### config.mk
export PLATFORM = sky130hd
export DESIGN_NAME = hazard_scoreboard_flat
export DESIGN_NICKNAME = d
export VERILOG_FILES = /design/src/rtl/hazard_scoreboard_if.sv /design/src/rtl/hazard_scoreboard.sv /design/src/flat_wrapper.sv
export SDC_FILE = /design/constraint.sdc
export NUM_CORES = 1
export LEC_CHECK = 0
export BUFFER_PORTS_ARGS = -buffer_cell sky130_fd_sc_hd__buf_2
export CELL_PAD_IN_SITES_DETAIL_PLACEMENT = 1
export CELL_PAD_IN_SITES_GLOBAL_PLACEMENT = 2
export CORE_MARGIN = 2
export CORE_UTILIZATION = 26
export DETAILED_ROUTE_END_ITERATION = 8
export PLACE_DENSITY = 0.83
export SYNTH_ARGS = -nofsm -noshare
export SYNTH_HDL_FRONTEND = slang
export SYNTH_SLANG_ARGS = --single-unit
### constraint.sdc
create_clock -name clk -period 3.7 [get_ports clk]
set_clock_uncertainty 0.05 [all_clocks]
set_input_delay 0.185 -clock clk [delete_from_list [all_inputs] [get_ports clk]]
set_output_delay 0.185 -clock clk [all_outputs]
set_load 0.02 [all_outputs]
### src/rtl/hazard_scoreboard_if.sv
// hazard_scoreboard_if
//   Fetch-to-decode bus used by hazard_scoreboard. It bundles everything
//   except clock and reset.
//
//   Signals driven by fetch (master):
//     inst_in, inst_vld           fetched instruction and its valid flag
//     rs_idx/rs_use, rt_idx/rt_use source registers and whether each is read
//     wr_idx/wr_en                destination register and write flag
//     is_load, is_ctrl, is_halt   instruction class flags
//
//   Signals driven by the scoreboard (slave):
//     inst_out   instruction forwarded to decode (NOP on a bubble)
//     pcNop      hold the PC this cycle
//     issue      inst_in accepted this cycle
//     halted     halt latched
//     sb_occ     number of valid scoreboard entries
interface hazard_scoreboard_if #(
  parameter int INST_W = 16,
  parameter int REG_W  = 3,
  parameter int DEPTH  = 3
);
  localparam int OCC_W = $clog2(DEPTH + 1);

  logic [INST_W-1:0] inst_in;
  logic              inst_vld;
  logic [REG_W-1:0]  rs_idx;
  logic              rs_use;
  logic [REG_W-1:0]  rt_idx;
  logic              rt_use;
  logic [REG_W-1:0]  wr_idx;
  logic              wr_en;
  logic              is_load;
  logic              is_ctrl;
  logic              is_halt;

  logic [INST_W-1:0] inst_out;
  logic              pcNop;
  logic              issue;
  logic              halted;
  logic [OCC_W-1:0]  sb_occ;

  modport master (
    output inst_in, inst_vld, rs_idx, rs_use, rt_idx, rt_use,
           wr_idx, wr_en, is_load, is_ctrl, is_halt,
    input  inst_out, pcNop, issue, halted, sb_occ
  );

  modport slave (
    input  inst_in, inst_vld, rs_idx, rs_use, rt_idx, rt_use,
           wr_idx, wr_en, is_load, is_ctrl, is_halt,
    output inst_out, pcNop, issue, halted, sb_occ
  );
endinterface

### src/rtl/hazard_scoreboard.sv
// hazard_scoreboard
//   Sits between fetch and decode. Every issued register write is pushed
//   into a DEPTH-entry shift register that mirrors the D/X/M stages; an
//   incoming instruction whose sources hit an in-flight write is held
//   (pcNop) and a NOP is sent to decode instead.
//
//   FWD_EN = 0 : full interlock, any in-flight write to a source stalls.
//   FWD_EN = 1 : forwarding exists, only a load in the youngest entry stalls.
//
//   After an issued control instruction, BR_PENALTY cycles of shadow block
//   issue. An issued HALT latches 'halted' until reset.
//
//   Ports:
//     clk   clock
//     rst   asynchronous, active-low reset
//     bus   hazard_scoreboard_if.slave (instruction in, decode-side out)
module hazard_scoreboard #(
  parameter int                INST_W     = 16,
  parameter int                REG_W      = 3,
  parameter int                DEPTH      = 3,
  parameter int                FWD_EN     = 0,
  parameter int                BR_PENALTY = 4,
  parameter logic [INST_W-1:0] NOP        = INST_W'(16'h0800)
) (
  input  logic                 clk,
  input  logic                 rst,
  hazard_scoreboard_if.slave   bus
);

  localparam int OCC_W = $clog2(DEPTH + 1);
  // A zero-length shadow still needs a 1-bit counter so the logic stays legal.
  localparam int SHD_W = (BR_PENALTY > 0) ? $clog2(BR_PENALTY + 1) : 1;

  // Scoreboard entries: index 0 is the youngest (instruction now in D).
  logic [DEPTH-1:0] sb_v_q, sb_v_d;
  logic [REG_W-1:0] sb_idx_q [DEPTH];
  logic [REG_W-1:0] sb_idx_d [DEPTH];
  logic             sb_ld_q  [DEPTH];
  logic             sb_ld_d  [DEPTH];

  logic [SHD_W-1:0] shd_cnt_q, shd_cnt_d;
  logic             halted_q, halted_d;

  logic             rs_hit;
  logic             rt_hit;
  logic             raw;
  logic             shd_active;
  logic             stall;
  logic             issue;
  logic [OCC_W-1:0] occ;

  // RAW detection. Only older instructions sit in the scoreboard, so an
  // instruction that reads its own destination never matches itself.
  always_comb begin
    rs_hit = 1'b0;
    rt_hit = 1'b0;
    if (FWD_EN != 0) begin
      // With forwarding, only a load result one stage ahead is unavailable.
      rs_hit = sb_v_q[0] & sb_ld_q[0] & (sb_idx_q[0] == bus.rs_idx);
      rt_hit = sb_v_q[0] & sb_ld_q[0] & (sb_idx_q[0] == bus.rt_idx);
    end else begin
      for (int k = 0; k < DEPTH; k++) begin
        rs_hit = rs_hit | (sb_v_q[k] & (sb_idx_q[k] == bus.rs_idx));
        rt_hit = rt_hit | (sb_v_q[k] & (sb_idx_q[k] == bus.rt_idx));
      end
    end
    raw = (bus.rs_use & rs_hit) | (bus.rt_use & rt_hit);
  end

  // Issue decision. rst gates the outputs so nothing issues while reset
  // is held, even though the cleared state alone would allow it.
  always_comb begin
    shd_active = (shd_cnt_q != '0);
    stall      = bus.inst_vld & (raw | shd_active | halted_q);
    issue      = rst & bus.inst_vld & ~stall;
  end

  // Occupancy is a plain population count of the valid bits.
  always_comb begin
    occ = '0;
    for (int k = 0; k < DEPTH; k++) begin
      occ = occ + OCC_W'(sb_v_q[k]);
    end
  end

  always_comb begin
    bus.pcNop    = rst & stall;
    bus.issue    = issue;
    bus.inst_out = issue ? bus.inst_in : NOP;
    bus.halted   = halted_q;
    bus.sb_occ   = rst ? occ : '0;
  end

  // Next state: the scoreboard shifts every cycle; a cycle that does not
  // issue a write pushes an invalid entry, which is how bubbles age out.
  always_comb begin
    sb_v_d[0]   = issue & bus.wr_en;
    sb_idx_d[0] = bus.wr_idx;
    sb_ld_d[0]  = bus.is_load;
    for (int k = 1; k < DEPTH; k++) begin
      sb_v_d[k]   = sb_v_q[k-1];
      sb_idx_d[k] = sb_idx_q[k-1];
      sb_ld_d[k]  = sb_ld_q[k-1];
    end

    // A control op cannot issue during the shadow, so load and decrement
    // never compete. The count keeps draining while fetch is idle.
    shd_cnt_d = shd_cnt_q;
    if (issue & bus.is_ctrl) begin
      shd_cnt_d = SHD_W'(BR_PENALTY);
    end else if (shd_active) begin
      shd_cnt_d = shd_cnt_q - 1'b1;
    end

    halted_d = halted_q | (issue & bus.is_halt);
  end

  always_ff @(posedge clk or negedge rst) begin
    if (!rst) begin
      sb_v_q    <= '0;
      shd_cnt_q <= '0;
      halted_q  <= 1'b0;
      for (int k = 0; k < DEPTH; k++) begin
        sb_idx_q[k] <= '0;
        sb_ld_q[k]  <= 1'b0;
      end
    end else begin
      sb_v_q    <= sb_v_d;
      shd_cnt_q <= shd_cnt_d;
      halted_q  <= halted_d;
      for (int k = 0; k < DEPTH; k++) begin
        sb_idx_q[k] <= sb_idx_d[k];
        sb_ld_q[k]  <= sb_ld_d[k];
      end
    end
  end

endmodule

### src/flat_wrapper.sv
// flat-port wrapper written by rule: the top's interface ports become plain ports
module hazard_scoreboard_flat 
#(
  parameter int                INST_W     = 16,
  parameter int                REG_W      = 3,
  parameter int                DEPTH      = 3,
  parameter int                FWD_EN     = 0,
  parameter int                BR_PENALTY = 4,
  parameter logic [INST_W-1:0] NOP        = INST_W'(16'h0800)
)
  (clk, rst, bus_inst_in, bus_inst_vld, bus_rs_idx, bus_rs_use, bus_rt_idx, bus_rt_use, bus_wr_idx, bus_wr_en, bus_is_load, bus_is_ctrl, bus_is_halt, bus_inst_out, bus_pcNop, bus_issue, bus_halted, bus_sb_occ);
  hazard_scoreboard_if #(.INST_W(INST_W), .REG_W(REG_W), .DEPTH(DEPTH)) bus_i ();
  input  logic clk;
  input  logic rst;
  input wire logic [$bits(bus_i.inst_in)-1:0] bus_inst_in;
  input wire logic [$bits(bus_i.inst_vld)-1:0] bus_inst_vld;
  input wire logic [$bits(bus_i.rs_idx)-1:0] bus_rs_idx;
  input wire logic [$bits(bus_i.rs_use)-1:0] bus_rs_use;
  input wire logic [$bits(bus_i.rt_idx)-1:0] bus_rt_idx;
  input wire logic [$bits(bus_i.rt_use)-1:0] bus_rt_use;
  input wire logic [$bits(bus_i.wr_idx)-1:0] bus_wr_idx;
  input wire logic [$bits(bus_i.wr_en)-1:0] bus_wr_en;
  input wire logic [$bits(bus_i.is_load)-1:0] bus_is_load;
  input wire logic [$bits(bus_i.is_ctrl)-1:0] bus_is_ctrl;
  input wire logic [$bits(bus_i.is_halt)-1:0] bus_is_halt;
  output wire logic [$bits(bus_i.inst_out)-1:0] bus_inst_out;
  output wire logic [$bits(bus_i.pcNop)-1:0] bus_pcNop;
  output wire logic [$bits(bus_i.issue)-1:0] bus_issue;
  output wire logic [$bits(bus_i.halted)-1:0] bus_halted;
  output wire logic [$bits(bus_i.sb_occ)-1:0] bus_sb_occ;
  assign bus_i.inst_in = bus_inst_in;
  assign bus_i.inst_vld = bus_inst_vld;
  assign bus_i.rs_idx = bus_rs_idx;
  assign bus_i.rs_use = bus_rs_use;
  assign bus_i.rt_idx = bus_rt_idx;
  assign bus_i.rt_use = bus_rt_use;
  assign bus_i.wr_idx = bus_wr_idx;
  assign bus_i.wr_en = bus_wr_en;
  assign bus_i.is_load = bus_is_load;
  assign bus_i.is_ctrl = bus_is_ctrl;
  assign bus_i.is_halt = bus_is_halt;
  assign bus_inst_out = bus_i.inst_out;
  assign bus_pcNop = bus_i.pcNop;
  assign bus_issue = bus_i.issue;
  assign bus_halted = bus_i.halted;
  assign bus_sb_occ = bus_i.sb_occ;
  hazard_scoreboard #(.INST_W(INST_W), .REG_W(REG_W), .DEPTH(DEPTH), .FWD_EN(FWD_EN), .BR_PENALTY(BR_PENALTY), .NOP(NOP)) u_core (.clk(clk), .rst(rst), .bus(bus_i));
endmodule
# Yosys cells after proc, flatten, opt, wreduce, memory -nomap -nowiden

Index checks and enable logic that the tools add are counted.

Add/subtract/negate cells: 3
Equality and inequality tests: 6
Muxes and demuxes: 4
Bitwise logic cells: 24
Reduce and logical (&&, ||, !) cells: 2

Operator list:

| operator                                          | count |
|---|---|
| equality test 3 bit                               | 6 |
| two-way mux 16 bit                                | 1 |
| bitwise AND 1 bit                                 | 15 |
| OR 1 bit                                          | 8 |
| two-way mux 3 bit                                 | 2 |
| nonzero test 3 bit                                | 1 |
| subtractor 3 x 1 -> 3 bit (second input constant) | 1 |
| adder 1 x 1 -> 2 bit                              | 1 |
| adder 2 x 1 -> 2 bit                              | 1 |
| two-way mux 2 bit                                 | 1 |
| nonzero test 2 bit                                | 1 |
| inverter 1 bit                                    | 1 |

Register bits: 16
Input port bits: 34
Output and inout port bits: 21
Logic and storage cells: 45

# Depth between registers and ports, before layout

Gate-level depths: netlist of run 1.

Depth after elaboration: 13
Mapped depth: 8
Mapped depth without buffers: 7

# Least setup slack after synthesis of run 1

No wires, ideal clock.

Kind: register to output
Start: register u_core.shd_cnt_q[0]
End: output bus_inst_out[10]
Data arrival time: 1.546 ns
Required time: 3.465 ns
Setup slack: 1.919 ns
Stages on the path, launching flop included: 9
Buffers on the path: 1
Cell sequence: dfrtp_1 -> inv_1 -> ha_1 -> nand2b_1 -> nor2_1 -> o31ai_2 -> nor4_4 -> buf_6 -> and2_1

Word-level cells in the longest chain between the ends: 7

RTL lines:

| what                     | line                     | source |
|---|---|---|
| start: declaration       | hazard_scoreboard.sv:41  | `logic [SHD_W-1:0] shd_cnt_q, shd_cnt_d;` |
| start signal: assignment | hazard_scoreboard.sv:129 | `shd_cnt_q <= shd_cnt_d;` |
| nonzero test 3 bit       | hazard_scoreboard.sv:73  | `shd_active = (shd_cnt_q != '0);` |
| OR 1 bit (2 in series)   | hazard_scoreboard.sv:74  | `stall = bus.inst_vld & (raw \| shd_active \| halted_q);` |
| bitwise AND 1 bit        | hazard_scoreboard.sv:74  |  |
| inverter 1 bit           | hazard_scoreboard.sv:75  | `issue = rst & bus.inst_vld & ~stall;` |
| bitwise AND 1 bit        | hazard_scoreboard.sv:75  |  |
| named net bus_issue      | flat_wrapper.sv:28       | `output wire logic [$bits(bus_i.issue)-1:0] bus_issue;` |
| two-way mux 16 bit       | hazard_scoreboard.sv:89  | `bus.inst_out = issue ? bus.inst_in : NOP;` |
| end: declaration         | flat_wrapper.sv:26       | `output wire logic [$bits(bus_i.inst_out)-1:0] bus_inst_out;` |

The timed path passes the listed nets, and every way through them passes these cells.

# Worst setup path after layout of run 1

Start: input rst
End: output bus_inst_out[1]

Word-level cells in the longest chain between the ends: 3

RTL lines:

| what                            | line                    | source |
|---|---|---|
| start: declaration              | flat_wrapper.sv:14      | `input logic rst;` |
| bitwise AND 1 bit (2 in series) | hazard_scoreboard.sv:75 |  |
| two-way mux 16 bit              | hazard_scoreboard.sv:89 |  |

No other way between the ends.

==> results.yml, run 1 <==
outcome:
  status: "completed"
setup_path:
  r2r-start: "u_core.shd_cnt_q[0]"
  cp.arrival_ns: 2.45
  critPathMaxFanout: 21
  crit_required_ns: 3.46
  path_class: "in -> out"
  start_kind: "input port"
  crit_start: "rst"
  end_kind: "output port"
hold_path:
  hp-start: "bus_is_halt"
  hold_path_class: "in -> reg"
global_routing:
  grt_overflow_total: 0
  grt_usage: 0.125
  antenna_found_initial: 0
  grt_max_degree: 22
  grt_pass1_vias: 835
  grt_first_pass_wirelength_mm: 3.95
floorplan:
  row_count: 21
  core_area_sq_um: 3360
  die_h_um: 63.6
  ios: 55
  dieWidth_um: 63.6
  die_area_sq_um: 4040
  start_util: 0.275
clock_tree:
  postCtsSetupRepairBufs: 0
  cts_resized: 0
  clk_pin_slew_ns: 0.10
  clockRootBuffer: "clkbuf_4"
  clk_latency_ns: 0.30
  cts_max_path_buffers: 2
  cts_tree: "yes"
  ctsHtreeMaxLevel: 1
  ctsHoldBuffers: 4
  cts_buffers: 3
  clock-sinks: 16
timing:
  worst_pin_slew_ns: 0.820
  relSlewSlack: 0.449
  rsz0062_at_grt: "false"
  period_minus_slack_ns: 2.69
  worst_slack_ns: 1.01
  setup_violations: 0
  fin_tns_setup_ns: 0
  hold_violations: 0
  fin_crit_sh: 0.726
  fmax_mhz: 372
  slew_violations: 0
yosys:
  synth-seq-area-share: 0.434
  ys_seq_elements: 16
  yosysTopAreaCell: "dfrtp_1"
  synth_ff_type: "dfrtp_1"
  yosysWarnings: 0
  synthTopCellsByCount: "17 x and2_1, 17 x xnor2_1, 16 x dfrtp_1, 5 x nand4_1, 4 x inv_1"
  synth_edf_count: 0
  synth_top_area_frac: 0.434
  synth_area_sq_um: 923
  async_reset_ff_frac: 1.00
  synth_area_per_cell_sq_um: 11.0
  yosys.cell_types.count: 23
  postSynthCellCount: 84
  syn_nets: 121
  synth.area.top_cells: "dfrtp_1 43%, xnor2_1 16%, and2_1 12%"
placement:
  place_congestion: 0.727
  dpl.hpwl_mm: 2.01
  io_buffers: 53
  place_ws_ns: 1.39
drt:
  firstDrtPassIters: 3
  num_vias: 814
  drc: 0
  drt_iter0_drc: 21
  postRouteAntennaNets: 0
  wire_per_inst_um: 12.7
  wl_mm: 2.40
  viasPerCell: 4.31
power:
  p_per_area_nw_per_um2: 410
  ir_drop_uv: 162
  leakage_uw: 0.000650
  p_total_uw: 533
finish:
  drive_above_1_share: 0.420
  n_fill_cell: 423
  area_growth_pct: 40.8
  antenna_cells: 0
  fin_nets: 181
run:
  maxCapViolations: 0
layout by cell type (no fill, tap or decap):
master / instances
clkbuf_4: 3
and2_1: 17
inv_1: 4
nand2_1: 1
and4_1: 1
o31ai_2: 1
nand4_1: 5
nor4_4: 1
a21boi_1: 1
nor3_1: 2
fa_1: 1
a221o_1: 1
dlygate4sd3_1: 4
nand3_1: 1
ha_1: 2
dfrtp_1: 16
xnor2_1: 17
a221oi_1: 1
clkbuf_8: 1
nor2_1: 3
nand2b_1: 2
a21oi_1: 1
buf_2: 53
xor2_1: 2
a31oi_2: 1
a21o_1: 1
through the flow:
stage	instance area, sq um	util	hold WS [ns]	cells
after global placement	1220	0.364	0.0848	181
after global routing	1300	0.387	0.0283	189
final	1300	0.387	0.0346	189
after floorplan	923	-	-0.161	84
after detailed placement	1220	0.364	0.0992	181
after CTS	1300	0.387	0.0254	189
metal layers:
layer | GRT usage | vias to the layer above | wire, um
met5 | 0 | - | 0
met3 | 0.0268 | 4 | 157
met1 | 0.150 | 379 | 994
met4 | 0.0571 | 0 | 35
li1 | - | 397 | -
met2 | 0.213 | 34 | 1220
cell type report:
cell class	count	area (sq um)	share of cell area
Tap cell	46	57.6	0.0443
Sequential cell	16	400	0.308
Inverter	4	15.0	0.0115
Timing Repair Buffer	57	305	0.235
Multi-Input combinational cell	62	485	0.373
Clock buffer	4	36.3	0.0279
cells by family (layout without fill, tap and decap cells):
logic type	Yosys count	count (layout)	share of synthesized area
simple gates	33	33	0.228
xor+xnor	19	19	0.180
compound gates	7	7	0.0691
buf+inv	6	65	0.0406
flops	16	16	0.434
fa+ha+maj	3	3	0.0488
critical path, cell delays in order:
cell	delay [ns]
dlygate4sd3_1	0.52
buf_2	0.37
nand2_1	0.20
nor4_4	0.78
and2_1	0.22
buf_2	0.17
registers in the layout (all words and copies together) (netlist names):
| register | count |
|---|---|
| u_core.shd_cnt_q | 3 |
| u_core.sb_idx_q | 3 |
| u_core.sb_v_q | 3 |
| u_core.bus.halted | 1 |
| u_core.sb_idx_d | 6 |
worst paths after layout:
| kind | endpoint | slack (ns) | depth (start not counted) |
|---|---|---|---|
| max in group asynchronous | u_core.sb_idx_d[2] | 3.02 | 2 |
| setup / recovery | bus_inst_out[1] | 1.01 | 6 |
| hold reg to reg | u_core.sb_idx_q[2] | 0.40 | 0 |
| hold / removal | u_core.bus.halted | 0.03 | 2 |
| setup reg to reg | u_core.shd_cnt_q[1] | 1.62 | 7 |
| min in group asynchronous | u_core.shd_cnt_q[0] | 0.29 | 2 |
power by group:
group / switching, uW / internal (uW)
clock network: 61.9 / 60.1
logic: 97.9 / 86.7
registers: 21.8 / 205
total: 182 / 352
(Power assumes the default switching activity.)
==> inputs of run 2 (changes only) <==
CORE_UTILIZATION = 22   (was 26)
PLACE_DENSITY = 0.75   (was 0.83)
clock period = 2.35 ns   (was 3.7 ns; I/O delays follow)
==> run 2 against run 1 <==
Die area increased by 17%. Global-route usage decreased by 1.1 points. Sequential power increased by 59%. Clock-buffer cell count unchanged. Setup slack got worse by 0.84 ns. Sequential share of layout area decreased by 0.89 points. Final area increased by 3.0%.
==> results.yml, run 2 (synthesized netlist as in run 1, its figures left out) <==
outcome:
  status: "completed"
global_routing:
  grt_pass1_vias: 895
  grt_overflow_total: 0
  grt_usage: 0.114
  antenna_found_initial: 0
  grt_max_degree: 22
  grt_first_pass_wirelength_mm: 4.00
power:
  share_seq_of_total_power: 0.403
  p_per_area_nw_per_um2: 668
  leakage_uw: 0.000668
  p_total_uw: 895
  ir_drop_uv: 258
  p_sw_frac: 0.317
  clkPwrFrac: 0.268
  power_switching_uw: 284
  combPwrFrac: 0.329
  intPower_uw: 611
timing:
  setup_violations: 0
  fin_tns_setup_ns: 0
  fin_crit_sh: 0.927
  fmax_mhz: 459
  rsz0062_at_grt: "false"
  period_minus_slack_ns: 2.18
  relSlewSlack: 0.760
  hold_ws_ns: 0.0213
  hold_violations: 0
  slew_violations: 0
  worst_pin_slew_ns: 0.359
clock_tree:
  clock-sinks: 16
  clockRootBuffer: "clkbuf_8"
  clk_latency_ns: 0.25
  cts_buffers: 3
  cts_max_path_buffers: 2
  ctsHtreeMaxLevel: 1
  cts_tree: "yes"
  clk_pin_slew_ns: 0.06
floorplan:
  start_util: 0.229
  dieWidth_um: 68.8
  row_count: 23
  ios: 55
  core_area_sq_um: 4030
  die_area_sq_um: 4730
  die_h_um: 68.8
drt:
  wl_mm: 2.50
  viasPerCell: 4.14
  num_vias: 808
  wire_per_inst_um: 12.8
  firstDrtPassIters: 2
  postRouteAntennaNets: 0
  drc: 0
  drt_iter0_drc: 7
finish:
  n_fill_cell: 490
  antenna_cells: 0
  fin_nets: 183
  layout.cells.non_filler: 195
  layout_commonest_cell: "buf_2"
  largest_reg_flops: 6
  drive_above_1_share: 0.428
  area_growth_pct: 45.0
  most-common-layout-cells: "53 x buf_2, 17 x xnor2_1, 17 x and2_1"
setup_path:
  critPathMaxFanout: 21
  end_kind: "output port"
  start_kind: "flop"
  cp.arrival_ns: 2.01
  path_class: "reg -> out"
  rrSetupSlack_ns: 0.56
  crit_required_ns: 2.18
run:
  maxCapViolations: 0
placement:
  dpl.hpwl_mm: 2.12
  io_buffers: 53
  placed_cells: 187
  place_congestion: 0.811
hold_path:
  hold_path_class: "in -> reg"
[run 2: cell count changes in the layout (fill, tap and decap cells not counted)]
cell / delta
clkbuf_4: -3
clkbuf_8: +3
buf_4: +2
[run 2: stage by stage]
step	util	worst slack [ns]	area, sq um
final	0.332	0.171	1340
after floorplan	-	0.637	923
after CTS	0.332	0.142	1340
after global routing	0.332	0.00755	1340
after detailed placement	0.309	0.422	1240
after global placement	0.309	0.507	1240
[run 2: path summary, 6_finish.rpt]
| check | start | end | depth (start not counted) |
|---|---|---|---|
| hold reg to reg | u_core.sb_idx_d[3] | u_core.sb_idx_d[0] | 0 |
| max in group asynchronous | rst | u_core.sb_idx_q[1] | 3 |
| hold / removal | bus_is_halt | u_core.bus.halted | 2 |
| setup / recovery | u_core.shd_cnt_q[0] | bus_inst_out[10] | 9 |
| setup reg to reg | u_core.sb_idx_q[1] | u_core.shd_cnt_q[2] | 6 |
| min in group asynchronous | rst | u_core.shd_cnt_q[2] | 3 |
[run 2: timing repair]
item	4_1_cts	5_1_grt
endpoints found under the hold margin	19	0
buffers inserted	0	0
gates resized for setup	0	0
hold buffers	4	0
[run 2: worst max-delay path: stages (launching register included)]
cell and delay [ns]:
dfrtp_1 0.39, inv_1 0.09, ha_1 0.17, nand2b_1 0.13
nor2_1 0.15, o31ai_2 0.12, nor4_4 0.14, buf_4 0.25
and2_1 0.16, buf_2 0.16
[run 2: final cells by class]
type,instances,area [sq um],area share
repair buffers,59,320,0.239
inverters,4,15.0,0.0112
clock buffers,4,55.1,0.0411
well taps,50,62.6,0.0467
flip-flops and latches,16,400,0.299
multi-input cells,62,485,0.363
[run 2: per-layer routing]
metal  vias up  track usage  share of wire
li1        400            -              -
met1       374        0.144           0.40
met3         4       0.0162          0.054
met4         0       0.0441          0.018
met5         -            0              0
met2        30        0.195           0.53
[run 2: power groups by stage]
stage	registers [uW]	clock network [uW]	logic (uW)
global route	371	258	332
detailed placement	364	0	296
finish	360	240	295
floorplan	367	0	190
global placement	360	0	279
CTS	362	249	304
==> inputs of run 3 (changes only) <==
BUFFER_PORTS_ARGS = not set   (was -buffer_cell sky130_fd_sc_hd__buf_2)
CORE_UTILIZATION = 31   (was 22)
DONT_BUFFER_PORTS = 1   (was not set)
PLACE_DENSITY = 0.72   (was 0.75)
RECOVER_POWER = 50   (was not set)
==> run 3 against run 2 <==
Final cell count decreased by 34%. Total power fell by 10%. Utilization grew 6.6 points. Critical endpoint unchanged.
==> results.yml, run 3 (synthesized netlist as in run 1, its figures left out) <==
outcome:
  status: "completed"
clock_tree:
  clock-sinks: 16
  clockRootBuffer: "clkbuf_4"
  ctsHtreeMaxLevel: 1
  cts_buffers: 3
  clk_latency_ns: 0.28
  clk_pin_slew_ns: 0.09
  cts_max_path_buffers: 2
  cts_tree: "yes"
power:
  ir_drop_uv: 494
  p_per_area_nw_per_um2: 722
  leakage_uw: 0.000463
  p_total_uw: 801
timing:
  fin_tns_setup_ns: 0
  worst_pin_slew_ns: 0.714
  worst_slack_ns: 0.142
  slew_violations: 0
  fmax_mhz: 453
  setup_violations: 0
  period_minus_slack_ns: 2.21
  hold_violations: 0
  relSlewSlack: 0.522
  hold_ws_ns: 0.277
  fin_crit_sh: 0.940
drt:
  viasPerCell: 5.09
  num_vias: 657
  drc: 0
  drt_iter0_drc: 4
  firstDrtPassIters: 4
  wl_mm: 1.85
  postRouteAntennaNets: 0
  wire_per_inst_um: 14.4
placement:
  dpl.hpwl_mm: 1.56
  io_buffers: 0
  place_ws_ns: 0.398
  place_congestion: 0.721
setup_path:
  critPathMaxFanout: 4
  crit_required_ns: 2.18
  cp.arrival_ns: 2.04
  path_class: "reg -> out"
  start_kind: "flop"
  end_kind: "output port"
floorplan:
  row_count: 19
  core_area_sq_um: 2780
  ios: 55
  dieWidth_um: 58.6
  die_area_sq_um: 3430
  die_h_um: 58.6
  start_util: 0.332
global_routing:
  grt_max_degree: 17
  grt_first_pass_wirelength_mm: 2.91
  antenna_found_initial: 0
  grt_usage: 0.112
  grt_pass1_vias: 655
  grt_overflow_total: 0
finish:
  drive_above_1_share: 0.235
  most-common-layout-cells: "17 x xnor2_1, 16 x dfrtp_1, 9 x and2_2"
  final_util: 0.399
  layout_commonest_cell: "xnor2_1"
  largest_reg_flops: 6
  fin_nets: 136
  area_growth_pct: 20.1
  antenna_cells: 0
hold_path:
  hold_path_class: "in -> async"
run:
  maxCapViolations: 0
[run 3: cell types whose count changed in the layout (fill, tap and decap cells not counted), moves of 2 or more]
cell	previous run	this run
and2_1	17	8
and2_2	0	9
clkbuf_8	4	1
clkbuf_4	0	3
dlygate4sd3_1	4	7
buf_2	53	0
buf_4	2	4
[run 3: timing repair]
action | 4_1_cts | 5_1_grt
hold buffers | 7 | 0
setup buffers | 0 | 2
setup endpoints to repair | 0 | 10
resized for setup | 0 | 12
endpoints found under the hold margin | 24 | 0
[run 3: metal layers]
metal,global-route usage,vias to the layer above,part of all wire
met5,0,-,0
met4,0.0195,0,0
met3,0.0242,0,0.11
met2,0.199,44,0.49
met1,0.140,303,0.40
li1,-,310,-
[run 3: layout make-up]
type,count,area [sq um]
clock buffers,4,36.3
fillers,297,1670
inverters,4,15.0
multi-input cells,62,507
flip-flops and latches,16,400
well taps,31,38.8
repair buffers,12,111
[run 3: final timing paths]
check / start / endpoint / slack, ns / cells past startpoint
setup / recovery: u_core.shd_cnt_q[0] / bus_inst_out[10] / 0.14 / 8
hold / removal: rst / u_core.sb_idx_d[5] / 0.28 / 1
setup reg to reg: u_core.shd_cnt_q[0] / u_core.shd_cnt_q[2] / 0.56 / 8
hold reg to reg: u_core.sb_idx_d[5] / u_core.sb_idx_d[2] / 0.39 / 0
max in group asynchronous: rst / u_core.shd_cnt_q[1] / 1.52 / 1
min in group clk: bus_inst_vld / u_core.sb_v_q[0] / 0.28 / 4
[run 3: report_power, final]
part	total (uW)	internal (uW)	switching [uW]
Clock	176	94.1	82.1
Combinational	255	128	127
Sequential	369	323	46.8
[run 3: worst max-delay path: stages (launching register included)]
cell and delay (ns):
dfrtp_1 0.40, inv_1 0.08, ha_1 0.21, nand2b_4 0.08, nor2_2 0.09, o31ai_2 0.10
nor4_4 0.37, buf_4 0.22, and2_2 0.21
[run 3: through the flow]
step	instances	cell area [sq um]
2_1_floorplan	84	923
3_3_place_gp	116	962
3_5_place_dp	116	962
4_1_cts	127	1070
5_1_grt	129	1110
6_report	129	1110
